--- src/rtl/input_range_normalizer.sv ---
// Two-stage normaliser: measures redundant sign bits, left-shifts the sample as far as
// precision allows (in SHIFT_STEP units), then rounds to an OUT_WIDTH operand.
module input_range_normalizer #(
    parameter int IN_WIDTH   = 16,
    parameter int OUT_WIDTH  = 12,
    parameter int SHIFT_STEP = 1,
    parameter int ROUND_EN   = 1,
    parameter int CNT_WIDTH  = 16,
    localparam int MAX_SHIFT = IN_WIDTH - OUT_WIDTH,
    localparam int SW        = $clog2(MAX_SHIFT + 1)
) (
    input  logic                 clk,
    input  logic                 rst_n,
    input  logic                 in_valid,
    output logic                 in_ready,
    input  logic [IN_WIDTH-1:0]  in_data,
    output logic                 out_valid,
    input  logic                 out_ready,
    output logic [OUT_WIDTH-1:0] out_data,
    output logic [SW-1:0]        out_shift,
    input  logic                 cnt_clear,
    output logic [CNT_WIDTH-1:0] full_shift_cnt
);

    localparam logic [OUT_WIDTH-1:0] MAX_POS = {1'b0, {(OUT_WIDTH-1){1'b1}}};

    // A transfer happens on any rising edge where valid and ready are both high;
    // each stage advances when it is empty or its consumer advances.
    logic adv1;
    logic adv2;

    logic                s1_valid;
    logic [IN_WIDTH-1:0] s1_data;
    logic [SW-1:0]       s1_shift;

    logic [SW-1:0] in_shift;
    int            run_len;
    int            shift_int;
    logic          run;

    logic [OUT_WIDTH:0]    top_bits;
    logic [OUT_WIDTH-1:0]  mant;
    logic                  guard;
    logic [OUT_WIDTH-1:0]  rounded;

    assign adv2     = ~out_valid | out_ready;
    assign adv1     = ~s1_valid | adv2;
    assign in_ready = adv1;

    // Redundant sign run, clamped to MAX_SHIFT and floored to the shift granularity.
    always_comb begin
        run       = 1'b1;
        run_len   = 0;
        shift_int = 0;
        for (int i = IN_WIDTH - 2; i >= 0; i--) begin
            if (run && (in_data[i] == in_data[IN_WIDTH-1])) begin
                run_len = run_len + 1;
            end else begin
                run = 1'b0;
            end
        end
        shift_int = (run_len > MAX_SHIFT) ? MAX_SHIFT : run_len;
        shift_int = (shift_int / SHIFT_STEP) * SHIFT_STEP;
        in_shift  = SW'(shift_int);
    end

    always_ff @(posedge clk or negedge rst_n) begin
        if (!rst_n) begin
            s1_valid <= 1'b0;
            s1_data  <= '0;
            s1_shift <= '0;
        end else if (adv1) begin
            s1_valid <= in_valid;
            if (in_valid) begin
                s1_data  <= in_data;
                s1_shift <= in_shift;
            end
        end
    end

    // Keep only the operand bits plus the first discarded bit of the shifted sample.
    always_comb begin
        top_bits = (OUT_WIDTH+1)'((s1_data << s1_shift) >> (MAX_SHIFT - 1));
        mant     = top_bits[OUT_WIDTH:1];
        guard    = top_bits[0];
        rounded  = mant;
        if ((ROUND_EN != 0) && guard && (mant != MAX_POS)) begin
            rounded = mant + OUT_WIDTH'(1);
        end
    end

    always_ff @(posedge clk or negedge rst_n) begin
        if (!rst_n) begin
            out_valid <= 1'b0;
            out_data  <= '0;
            out_shift <= '0;
        end else if (adv2) begin
            out_valid <= s1_valid;
            if (s1_valid) begin
                out_data  <= rounded;
                out_shift <= s1_shift;
            end
        end
    end

    // Clear wins over a same-cycle increment; the count sticks at all-ones.
    always_ff @(posedge clk or negedge rst_n) begin
        if (!rst_n) begin
            full_shift_cnt <= '0;
        end else if (cnt_clear) begin
            full_shift_cnt <= '0;
        end else if (out_valid && out_ready && (out_shift == SW'(MAX_SHIFT))
                     && (full_shift_cnt != {CNT_WIDTH{1'b1}})) begin
            full_shift_cnt <= full_shift_cnt + CNT_WIDTH'(1);
        end
    end

endmodule
--- config.mk ---
export PLATFORM = sky130hd
export DESIGN_NAME = input_range_normalizer
export DESIGN_NICKNAME = d
export VERILOG_FILES = /design/src/rtl/input_range_normalizer.sv
export SDC_FILE = /design/constraint.sdc
export NUM_CORES = 1
export LEC_CHECK = 0
export BUFFER_PORTS_ARGS = -buffer_cell sky130_fd_sc_hd__buf_4
export CAP_MARGIN = 20
export CORE_MARGIN = 3
export CORE_UTILIZATION = 53
export CTS_BUF_LIST = sky130_fd_sc_hd__clkbuf_8
export DETAILED_ROUTE_END_ITERATION = 10
export PLACE_DENSITY = 0.75
export SYNTH_ARGS = -nofsm -noshare
export SYNTH_HDL_FRONTEND = slang
export SYNTH_SLANG_ARGS = --single-unit
--- constraint.sdc ---
create_clock -name clk -period 8.6 [get_ports clk]
set_input_delay 1.72 -clock clk [delete_from_list [all_inputs] [get_ports clk]]
set_output_delay 1.72 -clock clk [all_outputs]
set_load 0.02 [all_outputs]
# [After elaboration in Yosys (flattened, before gate mapping)]
# Index checks and enable logic that the tools add are counted.
[totals] elab_cells=101 ff_bits=52 output_inout_bits=33
[classes] n_addsub=16 mux=33 shifts=1 bitwise=4 eq_ne=18 magnitude_cmp=1 reduce_logical=21
[op_table] operator="32-bit by 2-bit adder with 32-bit output (second input constant)" count=13
[op_table] operator="32-bit two-way mux" count=13
[op_table] operator="32-bit by 4-bit greater-than comparator with 1-bit output (second input constant)" count=1
[op_table] operator="16-bit two-way mux" count=2
[op_table] operator="1-bit logical AND" count=18
[op_table] operator="16-bit by 1-bit adder with 16-bit output (second input constant)" count=1
[op_table] operator="16-bit != test (second input constant)" count=1
[op_table] operator="16-bit by 3-bit << shifter with 16-bit output" count=1
[op_table] operator="1-bit equality test" count=15
[op_table] operator="1-bit two-way mux" count=15
[op_table] operator="12-bit by 1-bit adder with 12-bit output (second input constant)" count=1
[op_table] operator="12-bit two-way mux" count=1
[op_table] operator="12-bit by 11-bit != test with 1-bit output (second input constant)" count=1
[op_table] operator="2-bit AND reduction" count=2
[op_table] operator="3-bit equality test (second input constant)" count=1
[op_table] operator="3-bit two-way mux" count=1
[op_table] operator="1-bit by 1-bit adder with 2-bit output (second input constant)" count=1
[op_table] operator="2-bit two-way mux" count=1
[op_table] operator="1-bit inverter" count=2
[op_table] operator="1-bit bitwise OR" count=2
[op_table] operator="2-bit nonzero test" count=1

# [Longest topological paths before layout]
[logic_depth] ltp_word=32 ltp_mapped=53 ltp_nobuf=51

# [Least setup slack after synthesis]
# No wires, ideal clock.
[synth_path] path_kind="input-to-reg" start="input in_data[15]" end="register s1_shift[2]" path_slack_ns=-2.284 path_stages=53 n_path_buf=3 required_ns=8.474 arrival_time_ns=10.758 path_cell_list="buf_6 buf_2 clkbuf_1 or2_2 o2bb2ai_1 ha_1 o21a_1 ha_1 nand2_1 nand2_1 ha_1 o21ai_0 a21boi_0 ha_1 o221ai_1 o21ai_0 ha_1 nand4b_1 (+17 left out) ha_1 nand2_1 o21ai_0 ha_1 o22ai_1 a21oi_1 nor3_1 a311oi_1 ha_1 nand2b_1 o21ai_0 nand2_1 nand3_1 nand2_1 xor2_1 a211o_1 or3b_1 o32a_1"
[synth_between] elab_chain_cells=32
[synth_lines] element="start, declared" line_no="16" text="input logic [IN_WIDTH-1:0] in_data,"
[synth_lines] element="1-bit equality test" line_no="56" text="if (run && (in_data[i] == in_data[IN_WIDTH-1])) begin"
[synth_lines] element="1-bit two-way mux" line_no="56"
[synth_lines] element="1-bit by 1-bit adder with 2-bit output / 1-bit logical AND (equally long branches)" line_no="57, 56"
[synth_lines] element="2-bit two-way mux / 1-bit two-way mux (equally long branches)" line_no="56"
[synth_lines] element="32-bit by 2-bit adder with 32-bit output / 1-bit logical AND (equally long branches)" line_no="57, 56"
[synth_lines] element="32-bit two-way mux / 1-bit two-way mux (equally long branches)" line_no="56"
[synth_lines] element="32-bit by 2-bit adder with 32-bit output / 1-bit logical AND (equally long branches)" line_no="57, 56"
[synth_lines] element="32-bit two-way mux / 1-bit two-way mux (equally long branches)" line_no="56"
[synth_lines] element="(+16 left out)"
[synth_lines] element="32-bit by 2-bit adder with 32-bit output / 1-bit logical AND (equally long branches)" line_no="57, 56"
[synth_lines] element="32-bit two-way mux / 1-bit two-way mux (equally long branches)" line_no="56"
[synth_lines] element="32-bit by 2-bit adder with 32-bit output / 1-bit logical AND (equally long branches)" line_no="57, 56"
[synth_lines] element="32-bit two-way mux / 1-bit two-way mux (equally long branches)" line_no="56"
[synth_lines] element="32-bit by 2-bit adder with 32-bit output / 1-bit logical AND (equally long branches)" line_no="57, 56"
[synth_lines] element="32-bit two-way mux (*)" line_no="56"
[synth_lines] element="32-bit by 4-bit greater-than comparator with 1-bit output" line_no="62" text="shift_int = (run_len > MAX_SHIFT) ? MAX_SHIFT : run_len;"
[synth_lines] element="3-bit two-way mux (*)" line_no="62"
[synth_lines] element="end signal, assigned" line_no="76" text="s1_shift <= in_shift;"
[synth_lines] element="end, declared" line_no="34" text="logic [SW-1:0] s1_shift;"
# Mark *: on every way between the ends. The rest lies on a longest branch, timed or not.
# A chain may end at the register's enable or synchronous reset.

# [Worst setup path after layout]
[layout_path] start="input in_data[14]" end="register s1_shift[2]"
[layout_between] elab_chain_cells=32
[layout_lines] element="1-bit equality test (*)" line_no="56"
[layout_lines] element="1-bit two-way mux" line_no="56"
[layout_lines] element="1-bit by 1-bit adder with 2-bit output / 1-bit logical AND (equally long branches)" line_no="57, 56"
[layout_lines] element="2-bit two-way mux / 1-bit two-way mux (equally long branches)" line_no="56"
[layout_lines] element="32-bit by 2-bit adder with 32-bit output / 1-bit logical AND (equally long branches)" line_no="57, 56"
[layout_lines] element="32-bit two-way mux / 1-bit two-way mux (equally long branches)" line_no="56"
[layout_lines] element="32-bit by 2-bit adder with 32-bit output / 1-bit logical AND (equally long branches)" line_no="57, 56"
[layout_lines] element="32-bit two-way mux / 1-bit two-way mux (equally long branches)" line_no="56"
[layout_lines] element="(+16 left out)"
[layout_lines] element="32-bit by 2-bit adder with 32-bit output / 1-bit logical AND (equally long branches)" line_no="57, 56"
[layout_lines] element="32-bit two-way mux / 1-bit two-way mux (equally long branches)" line_no="56"
[layout_lines] element="32-bit by 2-bit adder with 32-bit output / 1-bit logical AND (equally long branches)" line_no="57, 56"
[layout_lines] element="32-bit two-way mux / 1-bit two-way mux (equally long branches)" line_no="56"
[layout_lines] element="32-bit by 2-bit adder with 32-bit output / 1-bit logical AND (equally long branches)" line_no="57, 56"
[layout_lines] element="32-bit two-way mux (*)" line_no="56"
[layout_lines] element="32-bit by 4-bit greater-than comparator with 1-bit output" line_no="62"
[layout_lines] element="3-bit two-way mux (*)" line_no="62"
# Marked as above.

==> flow_metrics.tcl <==
set metrics [dict create \
    grt_pass1_wl_microns 21300 \
    arrival_ns 10.22 \
    crit_start "in_data[14]" \
    synth_top_family_by_area "simple AND/OR/NAND/NOR gates" \
    coreArea_sq_mm 0.00898 \
    layout-drive-gt1-share_pct 29.5 \
    crit_fanout 4 \
    rr_worst_depth 11 \
    drt-total-wl_microns 12500 \
    synth_warnings 0 \
    first_iter_violations 234 \
    dieArea_sq_mm 0.0107 \
    placed_area_sq_mm 0.00590 \
    cts_sinks 52 \
    finalHoldViolCount 0 \
    rsz0062_at_grt "yes" \
    critPathMaxStageDelay_ns 0.43 \
    cts_htree_levels 2 \
    cts_tree "yes" \
    grt_pass1_vias 4643 \
    drv_slew 0 \
    syn_area_sq_mm 0.00502 \
    floorplan.initialDensity_pct 56.0 \
    r2r_slack_ns 4.83 \
    fin_area_sq_mm 0.00619 \
    postSynthAreaPerCell_sq_um 8.23 \
    setup_violations 3 \
    violations "negative setup slack" \
    clk_path_buf_depth 2 \
    fin_total_pwr_uw 850 \
    track_usage_pct 24.4 \
    synth_mux_area_share_pct 11.1 \
    synth-compound-area-share_pct 17.9 \
    min_path_type "flip-flop to flip-flop" \
    yosysMostFrequentCell "nand2_1" \
    synth_cell_types 80 \
    via_count 4806 \
    cpMaxStageDelayCell "or3b_4" \
    synth_common_cells "81 x nand2_1, 52 x dfrtp_1, 46 x nor2_1" \
    via_per_inst 5.85 \
    status "finished with violations" \
    tns_ns -4.03 \
    n_fill_cell 726 \
    dr.pass1.iters 4 \
    fp-row-count 34 \
    synth_area_leader_cell "dfrtp_1" \
    final_nets 729 \
    r2r-end "out_data[3]$_DFFE_PN0P_" \
    synth_flop_cell "dfrtp_1" \
    cts_root_buf "clkbuf_8" \
    drc 0 \
    yosys-top-cells-area "dfrtp_1 26%, nand2_1 6.1%, mux2_2 5.8%, o21ai_0 4.4%, ha_1 3.5%" \
    seq_area_frac_synth_pct 25.9 \
    syn_inst 610 \
    fin_skew_ns 0.0110 \
    port_buffers 53 \
    grt_overflow 0 \
    max_slew_margin_pct 32.3 \
    critical-path-top-delay-family "adder cells" \
    cts_buffers 5 \
    powerDensity_mw_per_mm2 137 \
    worst_slack_ns -1.43 \
    clk_transition_reported_paths_ns 0.09 \
    synthesis.nets 645 \
    max_cap_violations 0 \
    path_class "primary input to flip-flop" \
    postRouteAntennaNets 0 \
    period_needed_ns 10.03 \
    io_pins 54 \
    fp.dieH_microns 103 \
    crit_buf_inv 2 \
    crit_end "s1_shift[2]$_DFFE_PN0P_" \
    end_kind "flip-flop" \
    synth.top_cell.area_share_pct 25.9 \
    ys_ff_latch 52 \
    die_width_microns 103 \
    cp.required_ns 8.79 \
    worst_path_most_repeated_cell "ha_4" \
    yosys.area_share.adder_pct 3.49 \
    tightestPinTransition_ns 1.02 \
    cp-start-kind "primary input" \
    clkLatencyLatePin_ns 0.31 \
    finish.utilization_pct 68.9 \
    grt_max_degree 53 \
    fmax_mhz 99.7 \
    wire_per_inst_microns 15.2 \
    dpl.hpwl_microns 9550 \
    cp_num_cells 50 \
    synth_edf_count 0 \
    vdd_ir_drop_max_mv 0.0805 \
    hold_buffers 0 \
    ys_async_sr_fraction_pct 100 \
    area_growth_pct 23.2 \
    finalCritPeriodShare_pct 117 \
    timing.hold.ws_ns 0.484 \
    yosys.area_share.simple_pct 28.2 \
    gp_congestion 0.917 \
    synth-xor-area-share_pct 8.69 \
    grt_antenna_before_repair 0 \
    leakagePower_uw 0.00258 \
    n_antenna_cell 0 \
    worstReg2RegStart "s1_shift[0]$_DFFE_PN0P_" \
]
cells by family (layout without fill, tap and decap cells):
kind of cell / after synthesis / count (layout)
fa+ha+maj: 14 / 14
simple gates: 271 / 271
mux: 46 / 46
xor+xnor: 39 / 39
buf+inv: 53 / 138
compound gates: 135 / 135
flops: 52 / 52
power breakdown:
group	internal (uW)	switching (uW)	leakage (uW)
Clock	87.7	83.7	0.0000548
Combinational	173	191	0.00187
Sequential	280	33.8	0.000659
Total	541	309	0.00258
sequential cells by signal, indices dropped and copies added (netlist names):
register,cells
s1_valid,1
out_data,12
full_shift_cnt,16
s1_shift,3
out_valid,1
out_shift,3
s1_data,16
cell type report:
cell class,count,area [sq um],share of cell area (%)
Multi-Input combinational cell,505,3690,59.6
Clock buffer,5,68.8,1.11
Clock inverter,3,46.3,0.748
Timing Repair Buffer,113,860,13.9
Sequential cell,52,1300,21.0
Tap cell,126,158,2.55
Inverter,17,63.8,1.03
per-stage QoR:
stage	worst slack (ns)	cells
2_1_floorplan	-1.64	610
6_report	-1.43	821
5_1_grt	-1.83	821
3_3_place_gp	-1.65	808
3_5_place_dp	-1.91	808
4_1_cts	-1.34	819
routing by layer:
metal,global-route usage [%],up-vias,part of all wire [%]
met3,2.15,8,4.0
met4,6.77,0,1.3
met2,43.2,92,50
met5,0,-,0
li1,-,2398,-
met1,31.6,2308,44
how the worst min path moves through the flow:
stage                              from                  endpoint  slack (ns)  cells past startpoint
2_1_floorplan      s1_valid$_DFFE_PN0N_     out_valid$_DFFE_PN0P_        0.46                      1
3_3_place_gp       s1_valid$_DFFE_PN0N_     out_valid$_DFFE_PN0P_        0.46                      1
3_5_place_dp   out_data[10]$_DFFE_PN0P_  out_data[10]$_DFFE_PN0P_        0.47                      2
4_1_cts        out_data[10]$_DFFE_PN0P_  out_data[10]$_DFFE_PN0P_        0.49                      2
5_1_grt         out_data[0]$_DFFE_PN0P_   out_data[0]$_DFFE_PN0P_        0.52                      2
6_report        out_data[5]$_DFFE_PN0P_   out_data[5]$_DFFE_PN0P_        0.48                      2
worst register-to-register path, delay by kind of cell (launching register included):
family / cells / cell delay, ns
DFF: 1 / 0.91
AOI/OAI and AO/OA: 3 / 0.89
muxes: 3 / 0.88
and+or+nand+nor: 4 / 0.81
buffers and inverters: 1 / 0.20
placed cells by master, fill, tap and decap left out, drive strengths merged, types with 4 or more instances in the layout:
cell,instances
nand2,81
nor2b,4
xnor2,18
mux2i,16
and3,13
ha,14
mux2,26
and4,5
inv,18
xor2,16
o221ai,4
or3,9
nor3b,5
clkbuf,5
and2,11
buf,113
nand4,14
nor4,8
a31oi,8
xnor3,5
a21oi,21
o31ai,4
o21ai,47
or2,4
mux4,4
dfrtp,52
a21boi,4
o211ai,4
nand2b,14
nor2,47
nor3,21
nand3,24
what timing repair did:
action,in CTS,in global routing
setup endpoints to repair,3,3
pin swaps,7,2
buffers inserted,3,2
hold endpoints to repair,0,0
gates resized for setup,13,14
No activity file was read; power rests on OpenSTA's default activity.
